<file path="config.mk">
export PLATFORM = sky130hd
export DESIGN_NAME = if_id_pipe_reg_flat
export DESIGN_NICKNAME = d
export VERILOG_FILES = /design/src/rtl/if_id_pipe_reg_if.sv /design/src/rtl/if_id_pipe_reg.sv /design/src/flat_wrapper.sv
export SDC_FILE = /design/constraint.sdc
export NUM_CORES = 1
export LEC_CHECK = 0
export CAP_MARGIN = 15
export CELL_PAD_IN_SITES_DETAIL_PLACEMENT = 2
export CELL_PAD_IN_SITES_GLOBAL_PLACEMENT = 2
export CORE_ASPECT_RATIO = 0.7
export CORE_UTILIZATION = 23
export DETAILED_ROUTE_END_ITERATION = 8
export PLACE_DENSITY_LB_ADDON = 0.1
export SYNTH_ARGS = -nofsm -noshare
export SYNTH_HDL_FRONTEND = slang
export SYNTH_SLANG_ARGS = --single-unit
</file>
<file path="constraint.sdc">
create_clock -name clk -period 1.9 [get_ports clk]
set_input_delay 0.285 -clock clk [delete_from_list [all_inputs] [get_ports clk]]
set_output_delay 0.285 -clock clk [all_outputs]
set_load 0.02 [all_outputs]
</file>
<file path="src/rtl/if_id_pipe_reg_if.sv">
// if_id_pipe_reg_if: IF-side inputs and ID-side decoded outputs of the IF/ID register
interface if_id_pipe_reg_if #(parameter int BCNT_W = 16);
  logic              if_valid;
  logic [31:0]       pc_plus4_in;
  logic [31:0]       instru_in;
  logic              stall;
  logic              flush;
  logic [31:0]       pc_plus4_out;
  logic [31:0]       instru_out;
  logic [5:0]        ctr_out;
  logic [5:0]        funcode_out;
  logic [4:0]        rs_out;
  logic [4:0]        rt_out;
  logic [4:0]        rd_out;
  logic [15:0]       imm_out;
  logic              valid_out;
  logic              halted;
  logic [31:0]       instr_count;
  logic [BCNT_W-1:0] bubble_count;
  modport master (
    output if_valid, pc_plus4_in, instru_in, stall, flush,
    input  pc_plus4_out, instru_out, ctr_out, funcode_out, rs_out, rt_out, rd_out,
           imm_out, valid_out, halted, instr_count, bubble_count
  );
  modport slave (
    input  if_valid, pc_plus4_in, instru_in, stall, flush,
    output pc_plus4_out, instru_out, ctr_out, funcode_out, rs_out, rt_out, rd_out,
           imm_out, valid_out, halted, instr_count, bubble_count
  );
endinterface

</file>
<file path="src/rtl/if_id_pipe_reg.sv">
// if_id_pipe_reg: IF/ID pipeline register with stall/flush, halt detection and pre-decode
module if_id_pipe_reg #(
  parameter logic [5:0]  HALT_OP  = 6'b111111,
  parameter logic [31:0] NOP_WORD = 32'h00000000,
  parameter int          BCNT_W   = 16
) (
  input logic clk,
  input logic rst,
  if_id_pipe_reg_if.slave b
);
  localparam logic [0:0] RUN    = 1'b0;
  localparam logic [0:0] HALTED = 1'b1;
  logic [0:0]        state;
  logic [31:0]       instr;
  logic [31:0]       pc;
  logic              valid;
  logic [31:0]       icnt;
  logic [BCNT_W-1:0] bcnt;
  logic [BCNT_W-1:0] bcnt_nxt;
  assign bcnt_nxt = &bcnt ? bcnt : bcnt + 1'b1;
  always_ff @(posedge clk) begin
    if (rst) begin
      state <= RUN;
      instr <= NOP_WORD;
      pc    <= '0;
      valid <= 1'b0;
      icnt  <= '0;
      bcnt  <= '0;
    end else if (state == RUN) begin
      if (b.flush) begin
        instr <= NOP_WORD;
        pc    <= '0;
        valid <= 1'b0;
        bcnt  <= bcnt_nxt;
      end else if (b.stall) begin
        bcnt  <= bcnt_nxt;
      end else if (!b.if_valid || b.instru_in[31:26] == HALT_OP) begin
        // the halt word is swallowed as a bubble so ID never sees it as valid
        instr <= NOP_WORD;
        pc    <= b.pc_plus4_in;
        valid <= 1'b0;
        state <= b.if_valid ? HALTED : RUN;
      end else begin
        instr <= b.instru_in;
        pc    <= b.pc_plus4_in;
        valid <= 1'b1;
        icnt  <= icnt + 32'd1;
      end
    end
  end
  // decoded fields are slices of the latched word, so they stay aligned with instru_out
  assign b.instru_out   = instr;
  assign b.pc_plus4_out = pc;
  assign b.ctr_out      = instr[31:26];
  assign b.funcode_out  = instr[5:0];
  assign b.rs_out       = instr[25:21];
  assign b.rt_out       = instr[20:16];
  assign b.rd_out       = instr[15:11];
  assign b.imm_out      = instr[15:0];
  assign b.valid_out    = valid;
  assign b.halted       = state == HALTED;
  assign b.instr_count  = icnt;
  assign b.bubble_count = bcnt;
endmodule
</file>
<file path="src/flat_wrapper.sv">
// flat-port wrapper written by rule: the top's interface ports become plain ports
module if_id_pipe_reg_flat 
#(
  parameter logic [5:0]  HALT_OP  = 6'b111111,
  parameter logic [31:0] NOP_WORD = 32'h00000000,
  parameter int          BCNT_W   = 16
)
  (clk, rst, b_if_valid, b_pc_plus4_in, b_instru_in, b_stall, b_flush, b_pc_plus4_out, b_instru_out, b_ctr_out, b_funcode_out, b_rs_out, b_rt_out, b_rd_out, b_imm_out, b_valid_out, b_halted, b_instr_count, b_bubble_count);
  if_id_pipe_reg_if #(.BCNT_W(BCNT_W)) b_i ();
  input logic clk;
  input logic rst;
  input wire logic [$bits(b_i.if_valid)-1:0] b_if_valid;
  input wire logic [$bits(b_i.pc_plus4_in)-1:0] b_pc_plus4_in;
  input wire logic [$bits(b_i.instru_in)-1:0] b_instru_in;
  input wire logic [$bits(b_i.stall)-1:0] b_stall;
  input wire logic [$bits(b_i.flush)-1:0] b_flush;
  output wire logic [$bits(b_i.pc_plus4_out)-1:0] b_pc_plus4_out;
  output wire logic [$bits(b_i.instru_out)-1:0] b_instru_out;
  output wire logic [$bits(b_i.ctr_out)-1:0] b_ctr_out;
  output wire logic [$bits(b_i.funcode_out)-1:0] b_funcode_out;
  output wire logic [$bits(b_i.rs_out)-1:0] b_rs_out;
  output wire logic [$bits(b_i.rt_out)-1:0] b_rt_out;
  output wire logic [$bits(b_i.rd_out)-1:0] b_rd_out;
  output wire logic [$bits(b_i.imm_out)-1:0] b_imm_out;
  output wire logic [$bits(b_i.valid_out)-1:0] b_valid_out;
  output wire logic [$bits(b_i.halted)-1:0] b_halted;
  output wire logic [$bits(b_i.instr_count)-1:0] b_instr_count;
  output wire logic [$bits(b_i.bubble_count)-1:0] b_bubble_count;
  assign b_i.if_valid = b_if_valid;
  assign b_i.pc_plus4_in = b_pc_plus4_in;
  assign b_i.instru_in = b_instru_in;
  assign b_i.stall = b_stall;
  assign b_i.flush = b_flush;
  assign b_pc_plus4_out = b_i.pc_plus4_out;
  assign b_instru_out = b_i.instru_out;
  assign b_ctr_out = b_i.ctr_out;
  assign b_funcode_out = b_i.funcode_out;
  assign b_rs_out = b_i.rs_out;
  assign b_rt_out = b_i.rt_out;
  assign b_rd_out = b_i.rd_out;
  assign b_imm_out = b_i.imm_out;
  assign b_valid_out = b_i.valid_out;
  assign b_halted = b_i.halted;
  assign b_instr_count = b_i.instr_count;
  assign b_bubble_count = b_i.bubble_count;
  if_id_pipe_reg #(.HALT_OP(HALT_OP), .NOP_WORD(NOP_WORD), .BCNT_W(BCNT_W)) u_core (.clk(clk), .rst(rst), .b(b_i));
endmodule
</file>
After elaboration in Yosys (flattened, before gate mapping)
Index checks and enable logic that the tools add are counted.
- input bits: 69
- bits in registers: 114
- word-level logic and storage cells: 37
- output and inout bits: 157
- reduce and logical (&&, ||, !) cells: 7
- bitwise logic cells: 4
- multiplexer cells: 16
- $add $sub $neg: 2
- equality and inequality tests: 2
- operators by type and width (kind ; count):
    $mux W32 ; 5
    $mux W16 ; 3
    $add A32 B1 Y32 const B ; 1
    $add A16 B1 Y16 const B ; 1
    $reduce_and A16 Y1 ; 1
    $mux W1 ; 8
    $eq A6 B6 Y1 const B ; 1
    $not A1 Y1 ; 4
    $reduce_and A2 Y1 ; 2
    $reduce_and A4 Y1 ; 1
    $ne A2 B1 Y1 const B ; 1
    $reduce_bool A2 Y1 ; 1
    $logic_not A1 Y1 ; 1
    $logic_or A1 B1 Y1 ; 1

Longest topological paths before layout
- depth after elaboration: 6
- gate-level depth with buffers: 7
- gate-level depth less buffers: 6

Worst setup path after synthesis
Ideal clock, no wire load.
- kind: register to register
- from: reg u_core.bcnt[0] (netlist: u_core.b.bubble_count[0])
- to: reg u_core.bcnt[7] (netlist: u_core.b.bubble_count[7])
- library setup time: 0.128 ns
- arrival time: 1.784 ns
- cell stages (with the launch flop): 7
- required time: 1.772 ns
- path slack: -0.012 ns
- period minus slack after synthesis: 1.912 ns
- path buffers: 0
- path through: dfxtp_1 -> ha_1 -> nand3_1 -> nor4_1 -> nor4b_1 -> xnor2_1 -> nor2_1
- cells in the longest elaborated chain, start to end: 4
- elaborated cells on any way between the ends: 5
- classes of those cells: add/sub (1); mux (3); reduce/logical (1)
- ends and longest elaborated chain (item ; RTL line ; source):
    start: declaration ; if_id_pipe_reg.sv:18 ; logic [BCNT_W-1:0] bcnt;
    start signal: assignment ; if_id_pipe_reg.sv:34 ; bcnt <= bcnt_nxt;
    start signal: assignment ; if_id_pipe_reg.sv:36 ; bcnt <= bcnt_nxt;
    $add A16 B1 Y16 or $reduce_and A16 Y1 (tied branches) ; if_id_pipe_reg.sv:20 ; assign bcnt_nxt = &bcnt ? bcnt : bcnt + 1'b1;
    $mux W16 (*) ; if_id_pipe_reg.sv:20 ;
    $mux W16 ; if_id_pipe_reg.sv:35 ; end else if (b.stall) begin
    $mux W16 (*) ; if_id_pipe_reg.sv:30 ; if (b.flush) begin
Mark *: on every way between the ends. The rest lies on a longest branch, timed or not. The select of a mux whose other input is x is not followed.
A chain may end at the register's enable or synchronous reset.

Final worst setup path
- from: reg u_core.state (netlist: u_core.b.halted)
- to: reg u_core.icnt[24] (netlist: u_core.b.instr_count[24])
- cells in the longest elaborated chain, start to end: 2
- ends and longest elaborated chain (item ; RTL line ; source):
    start: declaration ; if_id_pipe_reg.sv:13 ; logic [0:0] state;
    start signal: assignment ; if_id_pipe_reg.sv:42 ; state <= b.if_valid ? HALTED : RUN;
    $not A1 Y1 (no line) ; -- ;
    $reduce_and A4 Y1 (no line) ; -- ;
    end signal: assignment ; if_id_pipe_reg.sv:47 ; icnt <= icnt + 32'd1;
    end: declaration ; if_id_pipe_reg.sv:17 ; logic [31:0] icnt;
No other way between the ends.

==> impl_metrics.prom <==
# TYPE chip_impl_metric gauge
chip_impl_info{name="status",value="completed"} 1
chip_impl_info{name="crit_path_cell_trace",value="nor4b_4, buf_4, and4_4, nand3_4, or4_4, a21oi_2"} 1
chip_impl_metric{name="timing.final.crit_period",unit="ns"} 1.844
chip_impl_info{name="cts_tree",value="yes"} 1
chip_impl_metric{name="pwr-share-clk",unit="%"} 52.7
chip_impl_metric{name="synth_top_cell_area_share",unit="%"} 47.70
chip_impl_metric{name="initial_util",unit="%"} 23.84
chip_impl_metric{name="switching_share",unit="%"} 24.00
chip_impl_metric{name="cts-buffers-inserted",unit=""} 17
chip_impl_metric{name="firstDrtPassIters",unit=""} 4
chip_impl_metric{name="synth_adder_area_share",unit="%"} 0.5230
chip_impl_metric{name="slew-limit-headroom",unit="%"} 62.16
chip_impl_metric{name="final.setup.tns",unit="ns"} 0
chip_impl_metric{name="fraction_of_layout_cells_with_a_size_suffix_above_1",unit="%"} 14.95
chip_impl_metric{name="total_number_of_clock_tree_sinks",unit=""} 114
chip_impl_metric{name="post_synth_inst_count",unit=""} 531
chip_impl_info{name="synth_most_common_cell",value="dfxtp_1"} 1
chip_impl_info{name="slowest_cp_cell",value="or4_4"} 1
chip_impl_metric{name="io_pins",unit=""} 226
chip_impl_metric{name="path_max_fanout",unit=""} 8
chip_impl_metric{name="htree_num_levels",unit=""} 4
chip_impl_metric{name="synth-compound-area-share",unit="%"} 14.12
chip_impl_metric{name="viasPerCell",unit=""} 4.678
chip_impl_info{name="rsz0062_at_grt",value="yes"} 1
chip_impl_metric{name="postSynth.asyncResetShare",unit="%"} 0
chip_impl_metric{name="post_synth_xor_area_fraction",unit="%"} 6.224
chip_impl_metric{name="r2r_cells",unit=""} 6
chip_impl_info{name="worstSetupEndpointType",value="register"} 1
chip_impl_info{name="synth_top_cells_by_count",value="dfxtp_1 (114), nor2_1 (105), a22oi_1 (64), buf_4 (43), clkbuf_1 (26)"} 1
chip_impl_metric{name="combPwrFrac",unit="%"} 9.1
chip_impl_info{name="timing.hold.worst_endpoint",value="u_core.b.bubble_count[9]"} 1
chip_impl_metric{name="setup_viol_count_final",unit=""} 0
chip_impl_info{name="ys_dominant_reg_cell",value="dfxtp_1"} 1
chip_impl_metric{name="post_synth_instance_area",unit="mm^2"} 0.004785
chip_impl_metric{name="switching_power",unit="uW"} 1551
chip_impl_metric{name="detail_route.iter0.violations",unit=""} 172
chip_impl_metric{name="r2r_setup_slack",unit="ns"} 0.06
chip_impl_metric{name="achievable-frequency",unit="MHz"} 542.4
chip_impl_metric{name="setup_ws",unit="ns"} 0.05620
chip_impl_metric{name="areaGrowthSynthToFinish",unit="%"} 69.93
chip_impl_metric{name="timing.critical_path.buf_inv",unit=""} 1
chip_impl_metric{name="clk_latency",unit="ns"} 0.42
chip_impl_info{name="r2r_start",value="u_core.b.halted"} 1
chip_impl_metric{name="power.density",unit="mW/mm^2"} 794.7
chip_impl_metric{name="synth_simple_gate_area_share",unit="%"} 21.31
chip_impl_metric{name="first_global_vias",unit=""} 5287
chip_impl_metric{name="placed_cell_area",unit="mm^2"} 0.007412
chip_impl_metric{name="fillers",unit=""} 2146
chip_impl_metric{name="fraction_of_synthesized_area_in_multiplexers",unit="%"} 0.2092
chip_impl_metric{name="cp_data_required_time",unit="ns"} 2.26
chip_impl_metric{name="synthesis.yosys.warnings",unit=""} 0
chip_impl_metric{name="finish.net_count",unit=""} 834
chip_impl_metric{name="grt_antenna_before_repair",unit=""} 0
chip_impl_metric{name="utilization",unit="%"} 40.51
chip_impl_metric{name="power.leakage",unit="uW"} 0.002920
chip_impl_info{name="post_synth_main_area_contributors",value="dfxtp_1 (48%), a22oi_1 (10%), nor2_1 (8.2%)"} 1
chip_impl_info{name="setup.worst_path.class",value="reg -> reg"} 1
chip_impl_metric{name="post_synth.cell_area_avg",unit="um^2"} 9.011
chip_impl_metric{name="synth_edf_count",unit=""} 0
chip_impl_metric{name="multiInputGateArea",unit="mm^2"} 0.002088
chip_impl_metric{name="maxSlewViolCount",unit=""} 0
chip_impl_metric{name="die_x",unit="um"} 174.4
chip_impl_info{name="worstHoldStart",value="rst"} 1
chip_impl_metric{name="grt_first_pass_wirelength",unit="um"} 28790
chip_impl_metric{name="insertedDiodeCount",unit=""} 0
chip_impl_metric{name="detailroute.via_count",unit=""} 4893
chip_impl_metric{name="detail_route.wl_per_cell",unit="um"} 18.05
chip_impl_metric{name="buffer_ports.inserted",unit=""} 225
chip_impl_info{name="netlist.top_cell.by_area",value="dfxtp_1"} 1
chip_impl_info{name="critical_path.top_delay_family",value="simple AND/OR/NAND/NOR gates"} 1
chip_impl_metric{name="post-route-cell-area",unit="mm^2"} 0.008130
chip_impl_metric{name="place.gp.congestion",unit=""} 0.7784
chip_impl_metric{name="final_min_period_over_clock_period",unit="%"} 97.04
chip_impl_info{name="hold_class",value="in -> reg"} 1
chip_impl_metric{name="core.rowCount",unit=""} 43
chip_impl_metric{name="synth_seq_area_share",unit="%"} 47.70
chip_impl_info{name="clock_root_buffer",value="clkbuf_16"} 1
chip_impl_metric{name="core-area",unit="mm^2"} 0.02007
chip_impl_metric{name="timing.critical_path.arrival",unit="ns"} 2.20
chip_impl_metric{name="dieHeight",unit="um"} 122.7
chip_impl_metric{name="cts_hold_buffers_added",unit=""} 0
chip_impl_metric{name="synth_fp_nets",unit=""} 602
chip_impl_metric{name="max-cap-violations",unit=""} 0
chip_impl_info{name="synth_top_family_by_area",value="simple AND/OR/NAND/NOR gates"} 1
chip_impl_metric{name="clockBufferDepth",unit=""} 2
chip_impl_metric{name="clkTransAtPathRegs",unit="ns"} 0.06
chip_impl_metric{name="seqCellArea",unit="mm^2"} 0.002285
chip_impl_metric{name="vdd.ir_drop.worst",unit="mV"} 0.5141
chip_impl_metric{name="hold_depth",unit=""} 3
chip_impl_metric{name="remaining_drc_errors",unit=""} 0
chip_impl_metric{name="grt_usage",unit="%"} 17.49
chip_impl_metric{name="route.antenna.remaining_nets",unit=""} 0
chip_impl_metric{name="grt-ovfl-total",unit=""} 0
chip_impl_metric{name="seq_power_share",unit="%"} 38.3
chip_impl_metric{name="internal_power",unit="uW"} 4910
chip_impl_metric{name="hpwl",unit="um"} 13230
chip_impl_info{name="timing.critical_path.from_type",value="register"} 1
chip_impl_metric{name="clock_skew",unit="ns"} 0.01067
chip_impl_metric{name="synth.distinct_cells",unit=""} 38
chip_impl_metric{name="final_hold_viol_count",unit=""} 0
chip_impl_metric{name="dpl_worst_slack",unit="ns"} -0.4966
chip_impl_metric{name="die-area",unit="mm^2"} 0.02139
chip_impl_metric{name="detail_route.wirelength",unit="um"} 18880
chip_impl_metric{name="ys_seq_elements",unit=""} 114
chip_impl_metric{name="max_slew.worst_pin.slew",unit="ns"} 0.5676
chip_impl_metric{name="grt_max_degree",unit=""} 115
chip_impl_info{name="timing.rr.end",value="u_core.b.instr_count[24]"} 1
chip_impl_info{name="critical_path.startpoint",value="u_core.b.halted"} 1
chip_impl_metric{name="timing.critical_path.slowest_cell_delay",unit="ns"} 0.52
[placed cells by master (no fill, tap or decap), types with 4 or more instances in the layout]
cell	n
xor2_1	14
a21oi_1	15
nand4_1	16
and4_1	5
nand3_1	14
o21ai_0	8
nand2_1	16
nor2_1	105
clkinvlp_4	4
a22oi_1	64
o31ai_1	4
clkbuf_16	17
nor3_1	7
buf_4	59
xnor2_1	20
dfxtp_1	112
or3_1	8
and3_1	6
buf_12	5
clkdlybuf4s50_1	221
[metrics by stage]
| stage | hold WS [ns] | cells | total power [uW] |
|---|---|---|---|
| 2_1_floorplan | 0.4333 | 531 | 2764 |
| 3_3_place_gp | 0.4708 | 1008 | 3091 |
| 3_5_place_dp | 0.4770 | 1008 | 3110 |
| 4_1_cts | 0.4135 | 1040 | 6567 |
| 5_1_grt | 0.4435 | 1046 | 6710 |
| 6_report | 0.3750 | 1046 | 6461 |
[worst max-delay path by stage]
stage | slack [ns] | depth (start not counted) | to
6_report | 0.06 | 6 | u_core.b.instr_count[24]
5_1_grt | -0.008 | 7 | u_core.b.instr_count[28]
4_1_cts | 0.005 | 6 | u_core.b.instr_count[24]
3_5_place_dp | -0.50 | 7 | u_core.b.instr_count[24]
3_3_place_gp | -0.44 | 7 | u_core.b.instr_count[24]
2_1_floorplan | 0.03 | 6 | u_core.b.instr_count[25]
[timing repair]
item,in CTS,in global routing
buffers inserted,0,6
hold endpoints to repair,0,0
endpoints found under the setup margin,5,13
gates resized for setup,4,12
pin swaps,0,4
[power by group through the flow]
stage | clock [uW] | sequential [uW] | combinational [uW]
after floorplan | 0 | 2570 | 193
after global placement | 0 | 2520 | 572
after detailed placement | 0 | 2520 | 587
after CTS | 3500 | 2470 | 592
after global routing | 3610 | 2480 | 625
final | 3400 | 2470 | 585
[final cells by class]
type	instances	area share (%)
clock inverter	12	1.924
clock buffer	20	5.740
timing repair buffer	288	34.26
sequential	114	28.10
tap	270	4.155
multi-input combinational	339	25.68
inverter	3	0.1385
[worst reg2reg max path: stages (launching register included)]
cell and delay, ns:
dfxtp_2 0.34, nor4b_4 0.25, buf_4 0.17, and4_4 0.24
nand3_4 0.13, or4_4 0.52, a21oi_2 0.14
[logic make-up (layout without fill, tap and decap cells)]
logic type,after synthesis,count (layout)
AO/OA/AOI/OAI,98,98
XOR/XNOR,34,34
adder cells (fa/ha/maj),2,2
buffers and inverters,78,323
flip-flops,114,114
multiplexers,1,1
AND/OR/NAND/NOR,204,204
[state kept, by name (all words and copies together) (netlist names)]
name,count
u_core.b.pc_plus4_out,32
u_core.b.instr_count,32
u_core.b.halted,1
u_core.b.valid_out,1
u_core.b.instru_out,32
u_core.b.bubble_count,16
[layer usage]
layer,vias up,wire (um),GRT usage [%]
met5,-,0,0
met1,2438,8131,20.91
li1,2293,-,-
met2,144,9204,29.11
met3,18,1307,6.196
met4,0,237,6.250
(Power assumes the default switching activity.)
